$ cat config.mk
export PLATFORM = sky130hd
export DESIGN_NAME = button_event_ctrl
export DESIGN_NICKNAME = d
export VERILOG_FILES = /design/src/rtl/button_event_ctrl.sv
export SDC_FILE = /design/constraint.sdc
export NUM_CORES = 1
export LEC_CHECK = 0
export CORE_MARGIN = 3
export CORE_UTILIZATION = 40
export DETAILED_ROUTE_END_ITERATION = 7
export SLEW_MARGIN = 20
export SYNTH_ARGS = -nofsm -noshare
export SYNTH_HDL_FRONTEND = slang
export SYNTH_SLANG_ARGS = --single-unit
export TNS_END_PERCENT = 1
$ cat constraint.sdc
create_clock -name clk -period 2.69 [get_ports clk]
set_clock_uncertainty 0.1 [all_clocks]
set_input_delay 0.4035 -clock clk [delete_from_list [all_inputs] [get_ports clk]]
set_output_delay 0.4035 -clock clk [all_outputs]
set_load 0.005 [all_outputs]
$ cat src/rtl/button_event_ctrl.sv
// Multi-channel push-button conditioner: sync, debounce, short/long/repeat
// events and post-release lockout, all timed by one shared 1 ms tick.
module button_event_ctrl #(
  parameter int N_CH        = 4,
  parameter int CLK_HZ      = 50_000_000,
  parameter int ACTIVE_LOW  = 1,
  parameter int DEBOUNCE_MS = 10,
  parameter int HOLD_MS     = 4000,
  parameter int REPEAT_MS   = 0,
  parameter int LOCKOUT_MS  = 1000
) (
  input  logic            clk,
  input  logic            rst,
  input  logic [N_CH-1:0] btn_in,
  output logic [N_CH-1:0] short_pulse,
  output logic [N_CH-1:0] long_pulse,
  output logic [N_CH-1:0] repeat_pulse,
  output logic [N_CH-1:0] held,
  output logic [N_CH-1:0] busy
);

  localparam int DIV = CLK_HZ / 1000;
  localparam int PW  = (DIV > 1) ? $clog2(DIV) : 1;
  localparam int DW  = (DEBOUNCE_MS > 0) ? $clog2(DEBOUNCE_MS + 1) : 1;
  localparam int HW  = $clog2(HOLD_MS + 1);
  localparam int RW  = (REPEAT_MS > 0) ? $clog2(REPEAT_MS + 1) : 1;
  localparam int LW  = (LOCKOUT_MS > 0) ? $clog2(LOCKOUT_MS + 1) : 1;

  localparam logic [PW-1:0] PRE_LAST  = PW'(DIV - 1);
  localparam logic [DW-1:0] DEB_LAST  =
    DW'((DEBOUNCE_MS > 0) ? DEBOUNCE_MS - 1 : 0);
  localparam logic [HW-1:0] HOLD_LAST = HW'(HOLD_MS - 1);
  localparam logic [RW-1:0] REP_LAST  =
    RW'((REPEAT_MS > 0) ? REPEAT_MS - 1 : 0);
  localparam logic [LW-1:0] LOCK_MAX  = LW'(LOCKOUT_MS);
  localparam logic          REP_EN    = (REPEAT_MS > 0);
  localparam logic          POL       = (ACTIVE_LOW != 0);

  typedef enum logic [1:0] {
    S_IDLE,
    S_PRESS,
    S_HELD,
    S_LOCK
  } state_t;

  logic [PW-1:0] pre_cnt;
  logic          ms_tick;

  assign ms_tick = (pre_cnt == PRE_LAST);

  always_ff @(posedge clk) begin
    if (!rst) begin
      pre_cnt <= '0;
    end else if (ms_tick) begin
      pre_cnt <= '0;
    end else begin
      pre_cnt <= pre_cnt + 1'b1;
    end
  end

  for (genvar i = 0; i < N_CH; i++) begin : g_ch
    logic          s1;
    logic          s2;
    logic          p;
    logic          db;
    state_t        state;
    state_t        state_nxt;
    logic [HW-1:0] hold_cnt;
    logic [HW-1:0] hold_nxt;
    logic [RW-1:0] rep_cnt;
    logic [RW-1:0] rep_nxt;
    logic [LW-1:0] lock_cnt;
    logic [LW-1:0] lock_nxt;
    logic          short_q;
    logic          long_q;
    logic          rep_q;
    logic          short_nxt;
    logic          long_nxt;
    logic          repeat_nxt;

    // Sync flops reset to the idle pin level so reset never looks like a press.
    always_ff @(posedge clk) begin
      if (!rst) begin
        s1 <= POL;
        s2 <= POL;
      end else begin
        s1 <= btn_in[i];
        s2 <= s1;
      end
    end

    assign p = s2 ^ POL;

    if (DEBOUNCE_MS == 0) begin : g_bypass
      always_ff @(posedge clk) begin
        if (!rst) begin
          db <= 1'b0;
        end else begin
          db <= p;
        end
      end
    end else begin : g_deb
      logic [DW-1:0] deb_cnt;

      always_ff @(posedge clk) begin
        if (!rst) begin
          db      <= 1'b0;
          deb_cnt <= '0;
        end else if (p == db) begin
          deb_cnt <= '0;
        end else if (ms_tick) begin
          if (deb_cnt == DEB_LAST) begin
            db      <= p;
            deb_cnt <= '0;
          end else begin
            deb_cnt <= deb_cnt + 1'b1;
          end
        end
      end
    end

    always_ff @(posedge clk) begin
      if (!rst) begin
        state    <= S_IDLE;
        hold_cnt <= '0;
        rep_cnt  <= '0;
        lock_cnt <= '0;
        short_q  <= 1'b0;
        long_q   <= 1'b0;
        rep_q    <= 1'b0;
      end else begin
        state    <= state_nxt;
        hold_cnt <= hold_nxt;
        rep_cnt  <= rep_nxt;
        lock_cnt <= lock_nxt;
        short_q  <= short_nxt;
        long_q   <= long_nxt;
        rep_q    <= repeat_nxt;
      end
    end

    always_comb begin
      state_nxt  = state;
      hold_nxt   = hold_cnt;
      rep_nxt    = rep_cnt;
      lock_nxt   = lock_cnt;
      short_nxt  = 1'b0;
      long_nxt   = 1'b0;
      repeat_nxt = 1'b0;
      unique case (state)
        S_IDLE: begin
          if (db) begin
            state_nxt = S_PRESS;
            hold_nxt  = '0;
          end
        end
        S_PRESS: begin
          // Release is tested first so it beats a coincident hold expiry.
          if (!db) begin
            short_nxt = 1'b1;
            state_nxt = S_LOCK;
            lock_nxt  = '0;
          end else if (ms_tick) begin
            if (hold_cnt == HOLD_LAST) begin
              long_nxt  = 1'b1;
              state_nxt = S_HELD;
              rep_nxt   = '0;
            end else begin
              hold_nxt = hold_cnt + 1'b1;
            end
          end
        end
        S_HELD: begin
          if (!db) begin
            state_nxt = S_LOCK;
            lock_nxt  = '0;
          end else if (REP_EN && ms_tick) begin
            if (rep_cnt == REP_LAST) begin
              repeat_nxt = 1'b1;
              rep_nxt    = '0;
            end else begin
              rep_nxt = rep_cnt + 1'b1;
            end
          end
        end
        S_LOCK: begin
          if (ms_tick && (lock_cnt != LOCK_MAX)) begin
            lock_nxt = lock_cnt + 1'b1;
          end
          // A button still down at lockout end must be released first.
          if ((lock_cnt == LOCK_MAX) && !db) begin
            state_nxt = S_IDLE;
          end
        end
        default: begin
          state_nxt = S_IDLE;
        end
      endcase
    end

    assign short_pulse[i]  = short_q;
    assign long_pulse[i]   = long_q;
    assign repeat_pulse[i] = rep_q;
    assign held[i]         = (state == S_HELD);
    assign busy[i]         = (state != S_IDLE);
  end

endmodule
==> out/results.txt, run 1 <==
Status: complete, no violations
Final WS setup: 216 ps
Post-Synthesis Cells: 976
Synth top area share: 0.368
Final Hold Fails: 0
Global Route Usage Sum: 0.176
Top delay family on crit path: simple AND/OR/NAND/NOR gates
Drt first-iter violations: 422
Total wire length: 19200 um
DR pass1 iterations: 7
Final HPWL DP: 13300 um
DR DRC count: 0
Metal-1 WL: 9480 um
DIE HEIGHT: 148 um
Die Wd: 148 um
Crit-path max cell delay: 610 ps
Unrepaired setup endpoints after global routing: false
Critical path endpoint category: register
Core area: 19600 um2
Crit path kind: reg -> reg
Post-CTS setup buffer count: 0
P&R area growth vs syn: 14.4%
Crit-path cells: or4b_4, nor4_4, buf_12, nand3_2, buf_4, or3_1, a21oi_1
Pre-CTS setup slack: 211 ps
Mapped Area: 8040 um2
Finish-stage setup viols: 0
IR drop worst, VDD: 0.000372 V
F_max: 404 MHz
FF+latch count, synth: 148
IO buf count: 21
Clk sinks: 148
Worst Max-Slew Pin Slew: 765 ps
Dpl cells: 1245
Number of H-tree levels: 4
Cts hold-fix bufs: 0
Post-synthesis async set-or-reset flop share: 0
Unique cell type count in the Yosys netlist: 69
Fillcell total: 1972
WP buf/inv: 2
Leakage: 3.16 nW
Starting Density: 0.411
Syn Area/Cell: 8.24 um2
Vias: 7170
Vias in the first global route: 6685
Setup TNS Final: 0 ps
CTS Buffer Depth: 2
Slowest CP cell: or4b_4
Seq pwr share: 0.436
Largest area contributor in the netlist: dfxtp_1
FP Rows: 51
Crit path max fanout: 14
Share of cells above drive strength 1: 0.0820
Gpl congestion: 0.848
Post-synthesis sequential area ratio: 0.368
Vias/cell: 5.61
WP data arrival: 2730 ps
Clock Latency Late Sink: 420 ps
Largest net degree at the start of global routing: 67
Slew Viols, Final: 0
Main area contributors after synthesis: dfxtp_1, ha_1, nand2_1
CTS clk-pin slew, worst paths: 70 ps
Nets: 1038
Met2 wire length: 8710 um
Cell Pwr Density: 565 nW/um2
Post-synth EDFFs: 0
Area after DPL: 8620 um2
Period Utilization, post-route: 0.920
Antenna Diode Count: 0
Clock share of power: 0.442
Int Power: 3.83 mW
Synth Flop Type: dfxtp_1
# IOs: 26
Tmin final: 2470 ps
Switching Fraction: 0.262
Total grt overflow: 0
Post-CTS Resized: 0
Warnings, synthesis: 0
Hold Crit Class: in -> reg
Initial antenna violation count: 0
DRT antenna net count: 0
CP required: 2940 ps
Clock buffer count from CTS: 17
Seq. cell area: 2960 um2
Most frequent cell after synthesis: dfxtp_1
CTS tree: yes
Sw Pwr: 1.36 mW
Clock Root Buffer: clkbuf_16
MaxCap Viol Count: 0
Footprint of the multi-input gates: 4690 um2
Wire length on met3: 743 um
Critical path launch point type: register
Commonest cells post-synth: dfxtp_1, nand2_1, nor2_1, nand3_1, inv_1
Uppermost routed layer: met4
Die Area: 21800 um2
Slew Limit Headroom: 0.485
Design area: 9200 um2
Global-route wire length before repair: 32300 um
Final cell count without fillers: 1277
Combinational Power Share: 0.122
Wire per inst: 15.0 um
-- path summary, 6_finish.rpt --
check	startpoint	depth (start not counted)	end	slack, ps
setup / recovery	pre_cnt[5]	7	g_ch[3].hold_cnt[3]	220
hold / removal	rst	2	g_ch[0].hold_cnt[7]	240
setup reg to reg	pre_cnt[5]	7	g_ch[3].hold_cnt[3]	220
hold reg to reg	g_ch[3].s1	1	g_ch[3].s2	310
-- sequential cells by signal, summed over array words and instances (netlist names), 8 cells and up --
name,flops
g_ch.g_deb.deb_cnt,16
g_ch.lock_cnt,40
g_ch.state,8
g_ch.hold_cnt,48
pre_cnt,16
-- metal layers --
metal / track usage / up-vias
met5: 0 / -
met4: 0.0443 / 0
met3: 0.0386 / 16
met2: 0.290 / 122
met1: 0.236 / 3366
li1: - / 3666
-- cell families (layout without fill, tap and decap cells) --
group | count (synthesis) | after routing | share of synthesized area
other | 1 | 4 | 0.000466
adders and majority gates | 33 | 33 | 0.0513
muxes | 9 | 9 | 0.0112
xor gates and xnor gates | 33 | 33 | 0.0359
DFF | 148 | 148 | 0.368
AOI/OAI and AO/OA | 227 | 227 | 0.190
and+or+nand+nor | 430 | 430 | 0.292
buffers and inverters | 95 | 128 | 0.0502
-- final cells by class --
type / count / area share
Multi-Input combinational cell: 736 / 0.510
Clock buffer: 20 / 0.0497
Inverter: 46 / 0.0188
Tap cell: 265 / 0.0360
Clock inverter: 12 / 0.0135
Timing Repair Buffer: 50 / 0.0503
Sequential cell: 148 / 0.322
-- power groups by stage --
stage / registers (mW) / clock network [mW] / logic [mW]
after global routing: 2.27 / 2.45 / 0.712
after floorplan: 2.31 / 0 / 0.428
after detailed placement: 2.31 / 0 / 0.632
final: 2.26 / 2.30 / 0.634
after global placement: 2.31 / 0 / 0.634
after CTS: 2.26 / 2.36 / 0.635
-- metrics by stage --
stage | util | total power, mW | hold slack, ps
2_1_floorplan | - | 2.73 | 286
4_1_cts | 0.470 | 5.26 | 216
3_5_place_dp | 0.440 | 2.95 | 301
6_report | 0.470 | 5.19 | 236
3_3_place_gp | 0.440 | 2.95 | 294
5_1_grt | 0.470 | 5.43 | 230
-- placed cells by master, fill, tap and decap left out, types with 9 or more instances in the layout --
cell	Yosys	final
dfxtp_1	148	148
nand2_1	95	95
nor2_1	62	62
nand3_1	58	58
inv_1	45	45
o21ai_0	43	43
a21oi_1	42	42
nor4_1	37	37
ha_1	33	33
and3_1	31	31
nor3_1	30	30
nand4_1	28	28
buf_4	12	27
a31oi_1	25	25
o31ai_1	24	24
xnor2_1	23	23
clkdlybuf4s50_1	0	20
o21a_1	17	17
clkbuf_16	0	17
o211ai_1	15	15
nand2b_1	14	14
and2_1	13	13
a41oi_1	11	11
xor2_1	10	10
or3_1	9	9
mux2i_1	9	9
No activity file was read; power rests on OpenSTA's default activity.
==> run 2: changes to the inputs <==
- CORE_ASPECT_RATIO: default -> 2
- CORE_MARGIN: 3 -> default
==> run 2 against run 1 <==
Net effect:
- hold slack got worse by 120 ps
- register-to-register slack about the same
- largest cell class unchanged
- highest routed layer unchanged
- setup slack got worse by 12 ps
- routed wire length up 9.4%
- utilization decreased by 0.41 points
- sequential cell count unchanged
==> out/results.txt, run 2 (same netlist as run 1, synthesis figures left out) <==
Starting Density: 0.406 (-0.00477)
Period Utilization, post-route: 0.924 (+0.00432)
Worst Max-Slew Pin Slew: 820 ps (+55.3 ps)
Fillcell total: 2012 (+2.0%)
CP required: 2960 ps (+20 ps)
Total grt overflow: 0 (unchanged)
Finish-stage setup viols: 0 (unchanged)
Top Usage Layer GRT: met2
Seq. cell area: 2960 um2 (unchanged)
Crit-path max cell delay: 550 ps (-60 ps)
Cell mode on critical path: buf_4
Vias: 7367 (+2.7%)
Crit path max fanout: 8 (-6)
Slew Limit Headroom: 0.449 (-0.0368)
DIE HEIGHT: 203 um (+37%)
P&R area growth vs syn: 14.7%
Post-CTS Resized: 0 (unchanged)
Hold Crit Start: rst
Wire per inst: 16.4 um (+9.5%)
Final HPWL DP: 15000 um (+13%)
Vias/cell: 5.77 (+2.8%)
Slew Viols, Final: 0 (unchanged)
Critical path launch point type: register
Final cell count without fillers: 1276 (-0.078%)
Post-CTS setup buffer count: 0 (unchanged)
Drt first-iter violations: 369 (-13%)
FF-to-FF setup slack: 200 ps (about the same)
Setup TNS Final: 0 ps (unchanged)
DRT antenna net count: 0 (unchanged)
Slowest CP cell: or4b_4
Hold EP: g_ch[2].s2
MaxCap Viol Count: 0 (unchanged)
Tmin final: 2490 ps (+11.6 ps)
Clock buffer count from CTS: 17 (unchanged)
Tot Pwr: 5.37 mW (+3.5%)
GR Layer Usage met2: 0.404 (+0.114)
Share of cells above drive strength 1: 0.0848 (+0.00280)
IO buf count: 21 (unchanged)
Top Registers: g_ch.hold_cnt: 48 flops, g_ch.lock_cnt: 40 flops
Gpl congestion: 0.851 (+0.41%)
Nets: 1040 (+0.19%)
# IOs: 26 (unchanged)
Clock Root Buffer: clkbuf_16
Crit path kind: reg -> reg
Initial antenna violation count: 0 (unchanged)
Largest net degree at the start of global routing: 62 (-7.5%)
Antenna Diode Count: 0 (unchanged)
CTS clk-pin slew, worst paths: 60 ps (about the same)
Total wire length: 21000 um (+9.4%)
FP Rows: 73 (+43%)
Most frequent cells in the layout: dfxtp_1, nand2_1, nor2_1
CTS tree: yes
Final Hold Fails: 0 (unchanged)
DR DRC count: 0 (unchanged)
Reg2reg end: g_ch[3].hold_cnt[6]
Cts hold-fix bufs: 0 (unchanged)
WP data arrival: 2760 ps (+30 ps)
F_max: 402 MHz (-0.47%)
Global-route wire length before repair: 35500 um (+10%)
Largest Register: g_ch.hold_cnt
Die Area: 20700 um2 (-5.2%)
IR drop worst, VDD: 0.000337 V (-9.4%)
Status: complete, no violations
Number of H-tree levels: 4 (unchanged)
Core area: 19800 um2 (+1.2%)
Crit-path cells: or4b_4, nor4_4, buf_4, nand3_2, buf_4, or3_1, a21oi_1
Met1 global-route usage: 0.224 (-0.0119)
Die Wd: 102 um (-31%)
Critical path endpoint category: register
Leakage: 3.17 nW (+0.26%)
Critical R2R Launch: pre_cnt[6]
Dpl cells: 1244 (-0.080%)
Unrepaired setup endpoints after global routing: false
Footprint of the multi-input gates: 4690 um2 (unchanged)
Worst Hold Depth: 2 (unchanged)
CTS Buffer Depth: 2 (unchanged)
Largest register FFs: 48 (unchanged)
DR pass1 iterations: 5 (-2)
Leading cell type in the layout, fill and taps excluded: dfxtp_1
Clk sinks: 148 (unchanged)
R2r worst-path depth: 7 (unchanged)
Vias in the first global route: 7448 (+11%)
Clock Latency Late Sink: 440 ps (+20 ps)
Hold Crit Class: in -> reg
Global Route Usage Sum: 0.218 (+0.0418)
Cell Pwr Density: 583 nW/um2 (+3.2%)
Grt met3 use: 0.0351 (-0.00351)
run 2: cell type report:
class | count | share of cell area
multi-input combinational | 736 | 0.508
sequential | 148 | 0.321
timing repair buffer | 52 | 0.0505
clock buffer | 17 | 0.0461
tap | 262 | 0.0355
clock inverter | 15 | 0.0198
inverter | 46 | 0.0187
run 2: power by group:
group	internal, mW	switching [mW]
clock	1.46	1.01
combinational	0.261	0.380
sequential	2.23	0.0327
run 2: worst max-delay path: cells and delay by family (launching register included):
family	cells	cell delay, ps
AO/OA/AOI/OAI	1	130
buffers and inverters	2	430
flip-flops	1	430
AND/OR/NAND/NOR	4	1320
run 2: how the worst max path moves through the flow:
stage                    start             endpoint  slack, ps
floorplan           pre_cnt[5]  g_ch[2].hold_cnt[8]        440
global placement    pre_cnt[6]  g_ch[3].hold_cnt[3]        280
detailed placement  pre_cnt[6]  g_ch[3].hold_cnt[3]        230
CTS                 pre_cnt[6]  g_ch[3].hold_cnt[6]        210
global route        pre_cnt[0]  g_ch[1].hold_cnt[5]         40
finish              pre_cnt[6]  g_ch[3].hold_cnt[6]        200
run 2: stage by stage:
step | instance area [um2] | worst slack (ps) | utilization | hold slack, ps
after global placement | 8620 | 278 | 0.435 | 317
final | 9220 | 204 | 0.465 | 111
after detailed placement | 8620 | 226 | 0.435 | 312
after floorplan | 8050 | 443 | - | 286
after global routing | 9220 | 41.5 | 0.465 | 103
after CTS | 9220 | 207 | 0.465 | 95.5
run 2: metal layers:
metal | vias up | wire (um)
met3 | 58 | 487
met2 | 127 | 11400
met4 | 0 | 824
met1 | 3521 | 8230
met5 | - | 0
li1 | 3661 | -
==> run 3: changes to the inputs <==
--- a/config.mk
+++ b/config.mk
@@ -7,2 +7,5 @@
 export LEC_CHECK = 0
+export CAP_MARGIN = 20
+export CELL_PAD_IN_SITES_DETAIL_PLACEMENT = 0
+export CELL_PAD_IN_SITES_GLOBAL_PLACEMENT = 1
 export CORE_ASPECT_RATIO = 2
@@ -10,2 +13,3 @@
 export DETAILED_ROUTE_END_ITERATION = 7
+export PLACE_DENSITY_LB_ADDON = 0.1
 export SLEW_MARGIN = 20
--- a/constraint.sdc
+++ b/constraint.sdc
@@ -4,2 +4,2 @@
 set_output_delay 0.4035 -clock clk [all_outputs]
-set_load 0.005 [all_outputs]
+set_load 0.02 [all_outputs]
==> run 3 against run 2 <==
Net effect:
- critical path depth decreased by 1
- register-to-register slack better by 30 ps
- sequential power is essentially flat
- sequential share of layout area decreased by 0.13 points
- hold slack better by 200 ps
- total power up 1.2%
- sequential cell count unchanged
- setup slack improved by 32 ps
- first-iteration DRC count shrank 31%
- utilization grew 0.18 points
- largest cell class unchanged
- largest power group unchanged
==> out/results.txt, run 3 (same netlist as run 1, synthesis figures left out) <==
Slowest CP cell: or4b_4
Core area: 19800 um2 (unchanged)
Finished Core Util: 0.467 (+0.00183)
Wire per inst: 17.1 um (+4.2%)
Leakage: 3.19 nW (+0.69%)
Cell Pwr Density: 587 nW/um2 (+0.78%)
Slew Viols, Final: 0 (unchanged)
CP required: 2960 ps (about the same)
IR drop worst, VDD: 0.000334 V (-0.94%)
Largest register FFs: 48 (unchanged)
Finish-stage setup viols: 0 (unchanged)
Total grt overflow: 0 (unchanged)
Final Hold Fails: 0 (unchanged)
Hold Crit Class: reg -> reg
Critical path launch point type: register
Cts hold-fix bufs: 0 (unchanged)
Worst Max-Slew Pin Slew: 901 ps (+80.5 ps)
Vias: 7327 (-0.54%)
Period Utilization, post-route: 0.912 (-0.0120)
CTS Buffer Depth: 2 (unchanged)
Crit-path cells: or4b_4, nor4_4, buf_12, nand3_2, or4_1, a21oi_1
DR DRC count: 0 (unchanged)
Total wire length: 21900 um (+4.5%)
Post-CTS setup buffer count: 0 (unchanged)
Final WS setup: 236 ps (+32.2 ps)
Pre-CTS setup slack: 176 ps (-50.1 ps)
Crit path max fanout: 14 (+6)
Vias/cell: 5.72 (-0.85%)
Final HPWL DP: 15600 um (+4.5%)
FP Rows: 73 (unchanged)
MaxCap Viol Count: 0 (unchanged)
# IOs: 26 (unchanged)
DRT antenna net count: 0 (unchanged)
Hold_ws: 313 ps (+202 ps)
CTS tree: yes
Largest net degree at the start of global routing: 58 (-6.5%)
IO buf count: 21 (unchanged)
Die Area: 20700 um2 (unchanged)
Status: complete, no violations
Share of cells above drive strength 1: 0.0864 (+0.00163)
P&R area growth vs syn: 15.1%
Crit-path max cell delay: 610 ps (+60 ps)
F_max: 408 MHz (+1.3%)
Antenna Diode Count: 0 (unchanged)
Starting Density: 0.406 (unchanged)
Clk sinks: 148 (unchanged)
Clock buffer count from CTS: 17 (unchanged)
Number of H-tree levels: 4 (unchanged)
DR pass1 iterations: 6 (+1)
WP data arrival: 2720 ps (-40 ps)
Nets: 1044 (+0.38%)
Initial antenna violation count: 0 (unchanged)
Unrepaired setup endpoints after global routing: false
Setup TNS Final: 0 ps (unchanged)
Crit path kind: reg -> reg
Global Route Usage Sum: 0.224 (+0.00550)
Clock Latency Late Sink: 430 ps (about the same)
DIE HEIGHT: 203 um (unchanged)
Clock Root Buffer: clkbuf_16
Leading cell type in the layout, fill and taps excluded: dfxtp_1
CTS clk-pin slew, worst paths: 60 ps (about the same)
Global-route wire length before repair: 35900 um (+1.3%)
Most frequent cells in the layout: dfxtp_1, nand2_1, nor2_1
Slew Limit Headroom: 0.395 (-0.0536)
Largest Register: g_ch.hold_cnt
Die Wd: 102 um (unchanged)
Tmin final: 2450 ps (-32.2 ps)
Vias in the first global route: 7313 (-1.8%)
Gpl congestion: 0.788 (-7.4%)
Drt first-iter violations: 253 (-31%)
Top Registers: g_ch.hold_cnt: 48 flops, g_ch.lock_cnt: 40 flops
Critical path endpoint category: register
Post-CTS Resized: 0 (unchanged)
[run 3: cell count changes in the layout (fill, tap and decap cells not counted)]
cell | previous run | this run
buf_12 | 2 | 3
buf_4 | 30 | 33
clkbuf_1 | 0 | 2
clkbuf_8 | 0 | 1
clkinv_2 | 1 | 2
clkinv_4 | 2 | 1
clkinvlp_4 | 7 | 5
inv_6 | 2 | 1
[run 3: final timing paths]
path | from | endpoint | slack (ps) | cells past startpoint
hold / removal | g_ch[3].s1 | g_ch[3].s2 | 310 | 1
setup / recovery | pre_cnt[5] | g_ch[3].hold_cnt[7] | 240 | 6
setup reg to reg | pre_cnt[5] | g_ch[3].hold_cnt[7] | 240 | 6
hold reg to reg | g_ch[3].s1 | g_ch[3].s2 | 310 | 1
[run 3: through the flow]
step	total power, mW	instance area (um2)	cells
4_1_cts	5.50	9260	1280
3_3_place_gp	3.02	8660	1248
5_1_grt	5.66	9260	1280
3_5_place_dp	3.02	8660	1248
6_report	5.44	9260	1280
2_1_floorplan	2.78	8050	979
[run 3: layer usage]
layer / GRT usage / wire length [um] / vias to the layer above
li1: - / - / 3662
met1: 0.225 / 8670 / 3567
met2: 0.438 / 12400 / 69
met3: 0.0358 / 397 / 29
met4: 0.0857 / 470 / 0
met5: 0 / 0 / -
[run 3: critical path, delay by kind of cell (launching register included)]
| family | cells | cell delay (ps) |
|---|---|---|
| AOI/OAI and AO/OA | 1 | 140 |
| buffers and inverters | 1 | 190 |
| DFF | 1 | 370 |
| and+or+nand+nor | 4 | 1590 |
[run 3: area by class of cell]
class                      count  area, um2
timing repair buffer          56        508
clock buffer                  20        447
multi-input combinational    736       4690
fill                        2026      10600
tap                          262        328
clock inverter                12        155
sequential                   148       2960
inverter                      46        173
[run 3: power by group]
| group | internal, mW | switching (mW) | total (mW) | leakage (nW) |
|---|---|---|---|---|
| clock | 1.48 | 0.990 | 2.47 | 0.279 |
| sequential | 2.23 | 0.0303 | 2.26 | 1.19 |
| combinational | 0.274 | 0.428 | 0.701 | 1.72 |
| total | 3.99 | 1.45 | 5.44 | 3.19 |
